[src/rtl/bcd_updown_counter.sv]
// Multi-digit BCD up/down event counter with load, clear and wrap/saturate policy.
// Latency: count/overflow/underflow update on the edge that samples an inc/dec rising edge.
// Backpressure: none; every detected event is consumed in the cycle it is seen.
//
// Ports:
//   clk, reset         - clock (rising edge) and synchronous active-high reset
//   inc, dec           - level inputs; each 0->1 transition is one up/down event
//   clear, load        - synchronous clear to 0 / parallel load (clear wins)
//   load_value         - BCD value to load, digit i at [4i+3:4i]; digits > 9 load as 9
//   count              - current BCD count, digit 0 least significant
//   overflow/underflow - one-cycle pulses on an up-step from all-9s / down-step from 0
module bcd_updown_counter #(
    parameter int DIGITS   = 4,
    parameter bit SATURATE = 1'b0
) (
    input  logic                  clk,
    input  logic                  reset,
    input  logic                  inc,
    input  logic                  dec,
    input  logic                  clear,
    input  logic                  load,
    input  logic [4*DIGITS-1:0]   load_value,
    output logic [4*DIGITS-1:0]   count,
    output logic                  overflow,
    output logic                  underflow
);

    localparam int W = 4 * DIGITS;

    logic         inc_prev;
    logic         dec_prev;
    logic         up_evt;
    logic         dn_evt;
    logic [W-1:0] count_inc;
    logic [W-1:0] count_dec;
    logic [W-1:0] load_clamped;
    logic         all_nine;
    logic         all_zero;

    assign up_evt = inc & ~inc_prev;
    assign dn_evt = dec & ~dec_prev;

    // Ripple carry/borrow through the digits. The carry (borrow) that falls
    // out of the top digit means the count was all 9s (all 0s); in that case
    // the rippled value is already the wrapped result (0 or all 9s).
    always_comb begin
        logic       carry;
        logic       borrow;
        logic [3:0] d;
        carry        = 1'b1;
        borrow       = 1'b1;
        count_inc    = '0;
        count_dec    = '0;
        load_clamped = '0;
        for (int i = 0; i < DIGITS; i++) begin
            d = count[4*i +: 4];
            if (carry) begin
                if (d == 4'd9) begin
                    count_inc[4*i +: 4] = 4'd0;
                end else begin
                    count_inc[4*i +: 4] = d + 4'd1;
                    carry               = 1'b0;
                end
            end else begin
                count_inc[4*i +: 4] = d;
            end

            if (borrow) begin
                if (d == 4'd0) begin
                    count_dec[4*i +: 4] = 4'd9;
                end else begin
                    count_dec[4*i +: 4] = d - 4'd1;
                    borrow              = 1'b0;
                end
            end else begin
                count_dec[4*i +: 4] = d;
            end

            load_clamped[4*i +: 4] = (load_value[4*i +: 4] > 4'd9) ? 4'd9
                                                                   : load_value[4*i +: 4];
        end
        all_nine = carry;
        all_zero = borrow;
    end

    always_ff @(posedge clk) begin
        if (reset) begin
            count     <= '0;
            overflow  <= 1'b0;
            underflow <= 1'b0;
            inc_prev  <= 1'b0;
            dec_prev  <= 1'b0;
        end else begin
            // Edge history keeps tracking through clear/load so a level held
            // across them never produces a late event.
            inc_prev  <= inc;
            dec_prev  <= dec;
            overflow  <= 1'b0;
            underflow <= 1'b0;
            if (clear) begin
                count <= '0;
            end else if (load) begin
                count <= load_clamped;
            end else if (up_evt && !dn_evt) begin
                if (all_nine) begin
                    overflow <= 1'b1;
                end
                if (!(SATURATE && all_nine)) begin
                    count <= count_inc;
                end
            end else if (dn_evt && !up_evt) begin
                if (all_zero) begin
                    underflow <= 1'b1;
                end
                if (!(SATURATE && all_zero)) begin
                    count <= count_dec;
                end
            end
        end
    end

endmodule

[config.mk]
export PLATFORM = sky130hd
export DESIGN_NAME = bcd_updown_counter
export DESIGN_NICKNAME = d
export VERILOG_FILES = /design/src/rtl/bcd_updown_counter.sv
export SDC_FILE = /design/constraint.sdc
export NUM_CORES = 1
export LEC_CHECK = 0
export CAP_MARGIN = 15
export CORE_MARGIN = 3
export CORE_UTILIZATION = 40
export CTS_BUF_LIST = sky130_fd_sc_hd__clkbuf_4 sky130_fd_sc_hd__clkbuf_8
export CTS_CLUSTER_DIAMETER = 40
export DETAILED_ROUTE_END_ITERATION = 6
export PLACE_DENSITY = 0.76
export SETUP_SLACK_MARGIN = 0.05
export SYNTH_ARGS = -nofsm -noshare
export SYNTH_HDL_FRONTEND = slang
export SYNTH_SLANG_ARGS = --single-unit
[constraint.sdc]
create_clock -name clk -period 2.6 [get_ports clk]
set_input_delay 0.52 -clock clk [delete_from_list [all_inputs] [get_ports clk]]
set_output_delay 0.52 -clock clk [all_outputs]
set_load 0.05 [all_outputs]
==> reports/results.tsv, run 1 <==
stage	metric	value	unit
status	run status	finished, final reports clean	
finish	# diodes	0	
timing	TNS Setup	0	ns
global_route	initial antenna violation count	0	
synth	largest cells by area after synthesis	dfxtp_1 24%, o21ai_0 5.0%, xnor2_1 4.6%, clkbuf_1 4.2%, nor3_1 4.1%	
timing	Layout Skew	0.00543	ns
finish	layout net count	285	
clock_network	post-CTS setup buffer count	0	
critical_path	r2r setup slk	0.59	ns
detailed_routing	final antenna-violating net count	0	
synth	Synth Net Count	254	
timing	final-report hold violation count	0	
global_route	GR Layer Usage met1	26.9	%
global_route	met2 Use GR	30.2	%
clock_network	TritonCTS clock tree	done	
detailed_routing	final WL	4770	um
detailed_routing	Pre-antenna DRT Iters	4	
critical_path	worst reg2reg endpoint	count[4]$_SDFFE_PP0P_	
critical_path	critical path cell sequence	clkdlybuf4s50_1	
die	die area	5060	sq um
timing	Final Critical Period	2.32	ns
hold_path	Worst Hold End	overflow$_SDFF_PP0_	
clock_network	clock-pin transition on the worst setup and hold timing paths	0.08	ns
critical_path	worst path arrival time	1.80	ns
global_route	largest net degree at the start of global routing	18	
global_route	global-route wire length before repair	8050	um
timing	Hold Slack	0.574	ns
placed_design	IO buf count	39	
die	# rows	23	
detailed_routing	initial drt markers	156	
clock_network	Longest Clk Path Bufs	2	
placed_design	Final Wtd Congestion	0.826	
detailed_routing	drt drc	0	
clock_network	# resized after CTS	0	
critical_path	Crit path largest cell delay	0.90	ns
synth	Mean Syn Cell Area	7.31	sq um
global_route	vias in the first global route	1681	
die	Die Span X	71.1	um
timing	worst slew pin tran	0.605	ns
synth	#FFs+latches synth	20	
synth	Synth Cell Area	1700	sq um
die	Ports	40	
timing	RSZ-0062 raised after global routing	no	
global_route	total gr overflow	0	
finish	post-route core utilization	54.0	%
synth	YS warnings	0	
critical_path	RR Startpoint	count[1]$_SDFFE_PP0P_	
hold_path	HP Class	flop to flop	
power	IR drop worst, VDD	268	uV
hold_path	depth of the worst hold-timing path	2	
finish	share of layout cells above drive strength 1	8.43	%
die	Die H	71.1	um
clock_network	Hold Buf Count CTS	0	
synth	async set or reset register ratio after synthesis	0	%
critical_path	critical setup path kind	flop to output port	
synth	Distinct cells, synth	53	
critical_path	crit path max fanout	16	
synth	cell count after synthesis	232	
critical_path	CP bufs+invs	1	
clock_network	cts bufs inserted	3	
run	Max-cap violations	0	
power	pwr dens	399	nW/um^2
synth	EDFF count, synth	0	
synth	dominant cell type by area after synthesis	dfxtp_1	
critical_path	worst reg-to-reg path cell count	5	
detailed_routing	Wirelength per Cell	15.4	um
detailed_routing	Vias	1867	
critical_path	Critical Path Sink Type	output port	
critical_path	CP startpoint kind	flop	
synth	Seq/Total Area, Yosys	23.6	%
timing	Tcrit/Tclk final	89.1	%
timing	setup violators final	0	
clock_network	insertion delay to the later sink of the worst-skew pair	0.26	ns
synth	Synth top area share	23.6	%
timing	Highest Clock Rate	432	MHz
clock_network	# clock sinks	20	
placed_design	DP Wirelength	3310	um
synth	Top FF cell, synth	dfxtp_1	
finish	P&R area growth vs syn	29.2	%
global_route	Tot GR Track Use	19.2	%
critical_path	Crit-path slowest cell	clkdlybuf4s50_1	
power	Leakage Power	0.722	nW
timing	Worst slew margin	59.3	%
global_route	grt peak-use layer	met2	
finish	Filler Cell Count	397	
detailed_routing	Via density	6.00	
clock_network	Root Buffer	clkbuf_8	
timing	Slew Viols, Final	0	
clock_network	H-tree depth	1	
hold_path	hold wc startpoint	count[15]$_SDFFE_PP0P_	
global_route	Global Route met3 Usage	4.40	%
die	core footprint	4060	sq um
critical_path	delay-heaviest family, CP	buffers and inverters	
die	Initial Util	41.8	%
critical_path	CP Data Required Time	2.08	ns
==> layout make-up <==
class	instances	area [sq um]	area share, %
multi-input cells	181	1180	53.7
repair buffers	50	485	22.1
flip-flops and latches	20	400	18.3
well taps	50	62.6	2.85
clock buffers	3	41.3	1.88
inverters	7	26.3	1.20
==> cell families (layout without fill, tap and decap cells) <==
logic type,count (synthesis),after routing,synth area share [%]
AO/OA/AOI/OAI,79,79,33.9
flip-flops,20,20,23.6
buffers and inverters,31,60,7.08
XOR/XNOR,9,9,4.65
AND/OR/NAND/NOR,93,93,30.8
==> worst min-delay path, stage by stage (launching register included) <==
cell	delay, ns
dfxtp_1	0.40
nand2_1	0.09
nor3_1	0.05
==> worst max-delay path by stage <==
stage,cells past startpoint,to,slack [ns],start
after floorplan,5,count[9]$_SDFFE_PP0P_,0.59,count[0]$_SDFFE_PP0P_
after global placement,6,count[6]$_SDFFE_PP0P_,0.26,dec
after detailed placement,6,count[6]$_SDFFE_PP0P_,0.19,dec
after CTS,1,count[4],0.30,count[4]$_SDFFE_PP0P_
after global routing,6,count[3]$_SDFFE_PP0P_,0.19,dec
final,1,count[4],0.28,count[4]$_SDFFE_PP0P_
==> per-stage QoR <==
stage | setup WS, ns | instance area [sq um] | total power, W | cells
after detailed placement | 0.191 | 2150 | 0.000664 | 308
after floorplan | 0.591 | 1700 | 0.000558 | 232
final | 0.284 | 2190 | 0.000875 | 311
after CTS | 0.296 | 2190 | 0.000878 | 311
after global placement | 0.258 | 2150 | 0.000660 | 308
after global routing | 0.191 | 2190 | 0.000922 | 311
==> layer usage <==
layer | wire (um) | vias up | part of all wire (%)
met5 | 0 | - | 0
met2 | 2110 | 70 | 44
met3 | 380 | 6 | 8.0
met1 | 2230 | 854 | 47
met4 | 52 | 0 | 1.1
li1 | - | 937 | -
==> report_power, final <==
part,total (W),internal (W),switching (W)
sequential,0.000351,0.000320,0.0000308
combinational,0.000309,0.000137,0.000172
clock,0.000215,0.000104,0.000112
==> cells in the final DEF (no fill, tap or decap), types with 2 or more instances in the layout <==
| cell type | n |
|---|---|
| a2111oi_0 | 2 |
| clkdlybuf4s50_1 | 39 |
| o31ai_1 | 3 |
| nor2_1 | 18 |
| and3_1 | 2 |
| o21a_1 | 4 |
| or3_1 | 3 |
| nor3_1 | 14 |
| o21ai_0 | 17 |
| or4_1 | 2 |
| a311oi_1 | 3 |
| inv_1 | 6 |
| and4_1 | 2 |
| nor3b_1 | 3 |
| o211ai_1 | 2 |
| nand4_1 | 4 |
| xnor2_1 | 9 |
| a221oi_1 | 3 |
| o22ai_1 | 4 |
| nand3_1 | 9 |
| a21o_1 | 2 |
| a21oi_1 | 10 |
| a211oi_1 | 3 |
| a221oi_2 | 2 |
| a32o_1 | 2 |
| nor4b_1 | 2 |
| nor2b_1 | 8 |
| nand2_1 | 9 |
| a31oi_1 | 6 |
| o21ai_1 | 4 |
| dfxtp_1 | 20 |
| nor4_1 | 5 |
| clkbuf_8 | 3 |
| buf_4 | 10 |
| nand2b_1 | 7 |
==> Yosys cell counts, types with 3 or more instances <==
cell type and n:
o21a_1 4, o21ai_1 4, a21oi_1 10, nor3_1 14, o22ai_1 4, nor3b_1 3, buf_2 3, o21ai_0 17
a31oi_1 6, nand2_1 9, nor2b_1 8, or3_1 3, nand4_1 4, clkbuf_1 19, a311oi_1 3, nor4_1 5
dfxtp_1 20, a211oi_1 3, xnor2_1 9, o31ai_1 3, a221oi_1 3, nor2_1 18, nand3_1 9, nand2b_1 7
inv_1 6
==> flip-flops by register name (all words and copies together) (netlist names) <==
register / flops
underflow: 1
count: 16
dec_prev: 1
overflow: 1
inc_prev: 1
No activity file was read; power rests on OpenSTA's default activity.
==> inputs of run 2 (changes only) <==
--- a/config.mk
+++ b/config.mk
@@ -11,6 +11,7 @@
 export CTS_BUF_LIST = sky130_fd_sc_hd__clkbuf_4 sky130_fd_sc_hd__clkbuf_8
 export CTS_CLUSTER_DIAMETER = 40
 export DETAILED_ROUTE_END_ITERATION = 6
+export MAX_ROUTING_LAYER = met4
 export PLACE_DENSITY = 0.76
 export SETUP_SLACK_MARGIN = 0.05
 export SYNTH_ARGS = -nofsm -noshare
==> run 2 against run 1 <==
  * Highest routed layer unchanged
  * Die area stayed put
  * Critical endpoint unchanged
  * First-iteration DRC count is 15% lower
  * Core utilization stayed put
  * Largest power group unchanged
==> reports/results.tsv, run 2 (synthesis gave the netlist of run 1 again) <==
stage	metric	value	unit	change
clock_network	TritonCTS clock tree	done		
detailed_routing	Vias	1869		+0.11%
finish	share of layout cells above drive strength 1	8.43	%	unchanged
critical_path	Critical Path Sink Type	output port		
timing	Highest Clock Rate	432	MHz	about the same
global_route	total gr overflow	0		unchanged
critical_path	critical path cell sequence	clkdlybuf4s50_1		
finish	Most flops, register	count		
placed_design	IO buf count	39		unchanged
die	Ports	40		unchanged
die	Die H	71.1	um	unchanged
finish	# diodes	0		unchanged
clock_network	# clock sinks	20		unchanged
global_route	Global Route met3 Usage	4.12	%	-0.28 points
clock_network	insertion delay to the later sink of the worst-skew pair	0.26	ns	about the same
timing	Slew Viols, Final	0		unchanged
finish	area of the multi-input gates	1180	sq um	unchanged
die	Die Span X	71.1	um	unchanged
clock_network	Longest Clk Path Bufs	2		unchanged
critical_path	critical setup path kind	flop to output port		
critical_path	delay-heaviest family, CP	buffers and inverters		
detailed_routing	initial drt markers	132		-15%
finish	layout net count	285		unchanged
finish	register area	400	sq um	unchanged
clock_network	post-CTS setup buffer count	0		unchanged
timing	Layout Skew	0.00514	ns	-0.000287 ns
global_route	global-route wire length before repair	8030	um	-0.26%
finish	post-route core utilization	54.0	%	unchanged
run	Max-cap violations	0		unchanged
critical_path	crit path max fanout	16		unchanged
placed_design	Final Wtd Congestion	0.838		+1.5%
power	Leakage Power	0.722	nW	unchanged
global_route	largest net degree at the start of global routing	18		unchanged
power	pwr dens	399	nW/um^2	about the same
global_route	GR Layer Usage met1	26.9	%	unchanged
detailed_routing	drt drc	0		unchanged
critical_path	Crit path largest cell delay	0.90	ns	about the same
die	core footprint	4060	sq um	unchanged
detailed_routing	Via density	6.01		+0.11%
critical_path	CP Data Required Time	2.08	ns	about the same
detailed_routing	final WL	4760	um	-0.23%
detailed_routing	Pre-antenna DRT Iters	4		unchanged
global_route	Tot GR Track Use	19.7	%	+0.54 points
critical_path	Crit-path slowest cell	clkdlybuf4s50_1		
timing	setup violators final	0		unchanged
timing	Final Critical Period	2.32	ns	-0.000560 ns
clock_network	clock-pin transition on the worst setup and hold timing paths	0.08	ns	about the same
critical_path	worst path arrival time	1.80	ns	about the same
global_route	vias in the first global route	1683		+0.12%
timing	final-report hold violation count	0		unchanged
placed_design	dpl ws	0.191	ns	unchanged
clock_network	H-tree depth	1		unchanged
global_route	met2 Use GR	30.3	%	+0.10 points
power	IR drop worst, VDD	268	uV	about the same
die	# rows	23		unchanged
timing	worst slew pin tran	0.606	ns	+0.000406 ns
placed_design	DP Wirelength	3310	um	unchanged
critical_path	CP startpoint kind	flop		
timing	Tcrit/Tclk final	89.0	%	about the same
finish	Largest register FFs	16		unchanged
timing	final setup margin	0.285	ns	+0.000560 ns
status	run status	finished, final reports clean		
finish	commonest non-fill, non-tap cell in the layout	clkdlybuf4s50_1		
detailed_routing	Wirelength per Cell	15.3	um	-0.23%
clock_network	# resized after CTS	0		unchanged
finish	P&R area growth vs syn	29.2	%	unchanged
hold_path	HP Class	flop to flop		
detailed_routing	final antenna-violating net count	0		unchanged
timing	TNS Setup	0	ns	unchanged
timing	RSZ-0062 raised after global routing	no		
critical_path	CP bufs+invs	1		unchanged
global_route	initial antenna violation count	0		unchanged
timing	Worst slew margin	59.3	%	about the same
global_route	grt peak-use layer	met2		
clock_network	Root Buffer	clkbuf_8		
timing	Hold Slack	0.574	ns	+0.0000520 ns
clock_network	cts bufs inserted	3		unchanged
die	die area	5060	sq um	unchanged
finish	Filler Cell Count	397		unchanged
finish	most frequent cells in the layout	39 x clkdlybuf4s50_1, 20 x dfxtp_1, 18 x nor2_1		
die	Initial Util	41.8	%	unchanged
clock_network	Hold Buf Count CTS	0		unchanged
[run 2: layout make-up]
type / count / share of cell area (%)
Multi-Input combinational cell: 181 / 53.7
Timing Repair Buffer: 50 / 22.1
Sequential cell: 20 / 18.3
Tap cell: 50 / 2.85
Clock buffer: 3 / 1.88
Inverter: 7 / 1.20
[run 2: routing by layer]
layer  up-vias  share of wire, %
li1        938                 -
met1       855                47
met2        70                44
met3         6               7.7
met4         0               1.1
met5         -                 0
[run 2: metrics by stage]
step                      power, W  instances  instance area, sq um
after floorplan           0.000558        232                  1700
after CTS                 0.000878        311                  2190
after global routing      0.000922        311                  2190
final                     0.000875        311                  2190
after global placement    0.000660        308                  2150
after detailed placement  0.000664        308                  2150
[run 2: report_power, final]
part           switching, W  total [W]  internal [W]  leakage [nW]
sequential        0.0000307   0.000351      0.000320         0.164
combinational      0.000172   0.000309      0.000137         0.537
clock              0.000112   0.000216      0.000104        0.0216
total              0.000314   0.000875      0.000561         0.722
[run 2: final timing paths]
| check | from | cells past startpoint | slack, ns | end |
|---|---|---|---|---|
| setup / recovery | count[4]$_SDFFE_PP0P_ | 1 | 0.28 | count[4] |
| hold / removal | count[15]$_SDFFE_PP0P_ | 2 | 0.57 | overflow$_SDFF_PP0_ |
| setup reg to reg | count[1]$_SDFFE_PP0P_ | 5 | 0.59 | count[4]$_SDFFE_PP0P_ |
| hold reg to reg | count[15]$_SDFFE_PP0P_ | 2 | 0.57 | overflow$_SDFF_PP0_ |
[run 2: tightest hold or removal path: cells and delay by family (launching register included)]
family	cells	cell delay (ns)
AND/OR/NAND/NOR	2	0.14
flip-flops	1	0.40
==> inputs of run 3 (changes only) <==
--- a/config.mk
+++ b/config.mk
@@ -5,7 +5,6 @@
 export SDC_FILE = /design/constraint.sdc
 export NUM_CORES = 1
 export LEC_CHECK = 0
-export CAP_MARGIN = 15
 export CORE_MARGIN = 3
 export CORE_UTILIZATION = 40
 export CTS_BUF_LIST = sky130_fd_sc_hd__clkbuf_4 sky130_fd_sc_hd__clkbuf_8
==> results of run 3 <==
Final layout, timing and power as in run 2 (identical DEF).
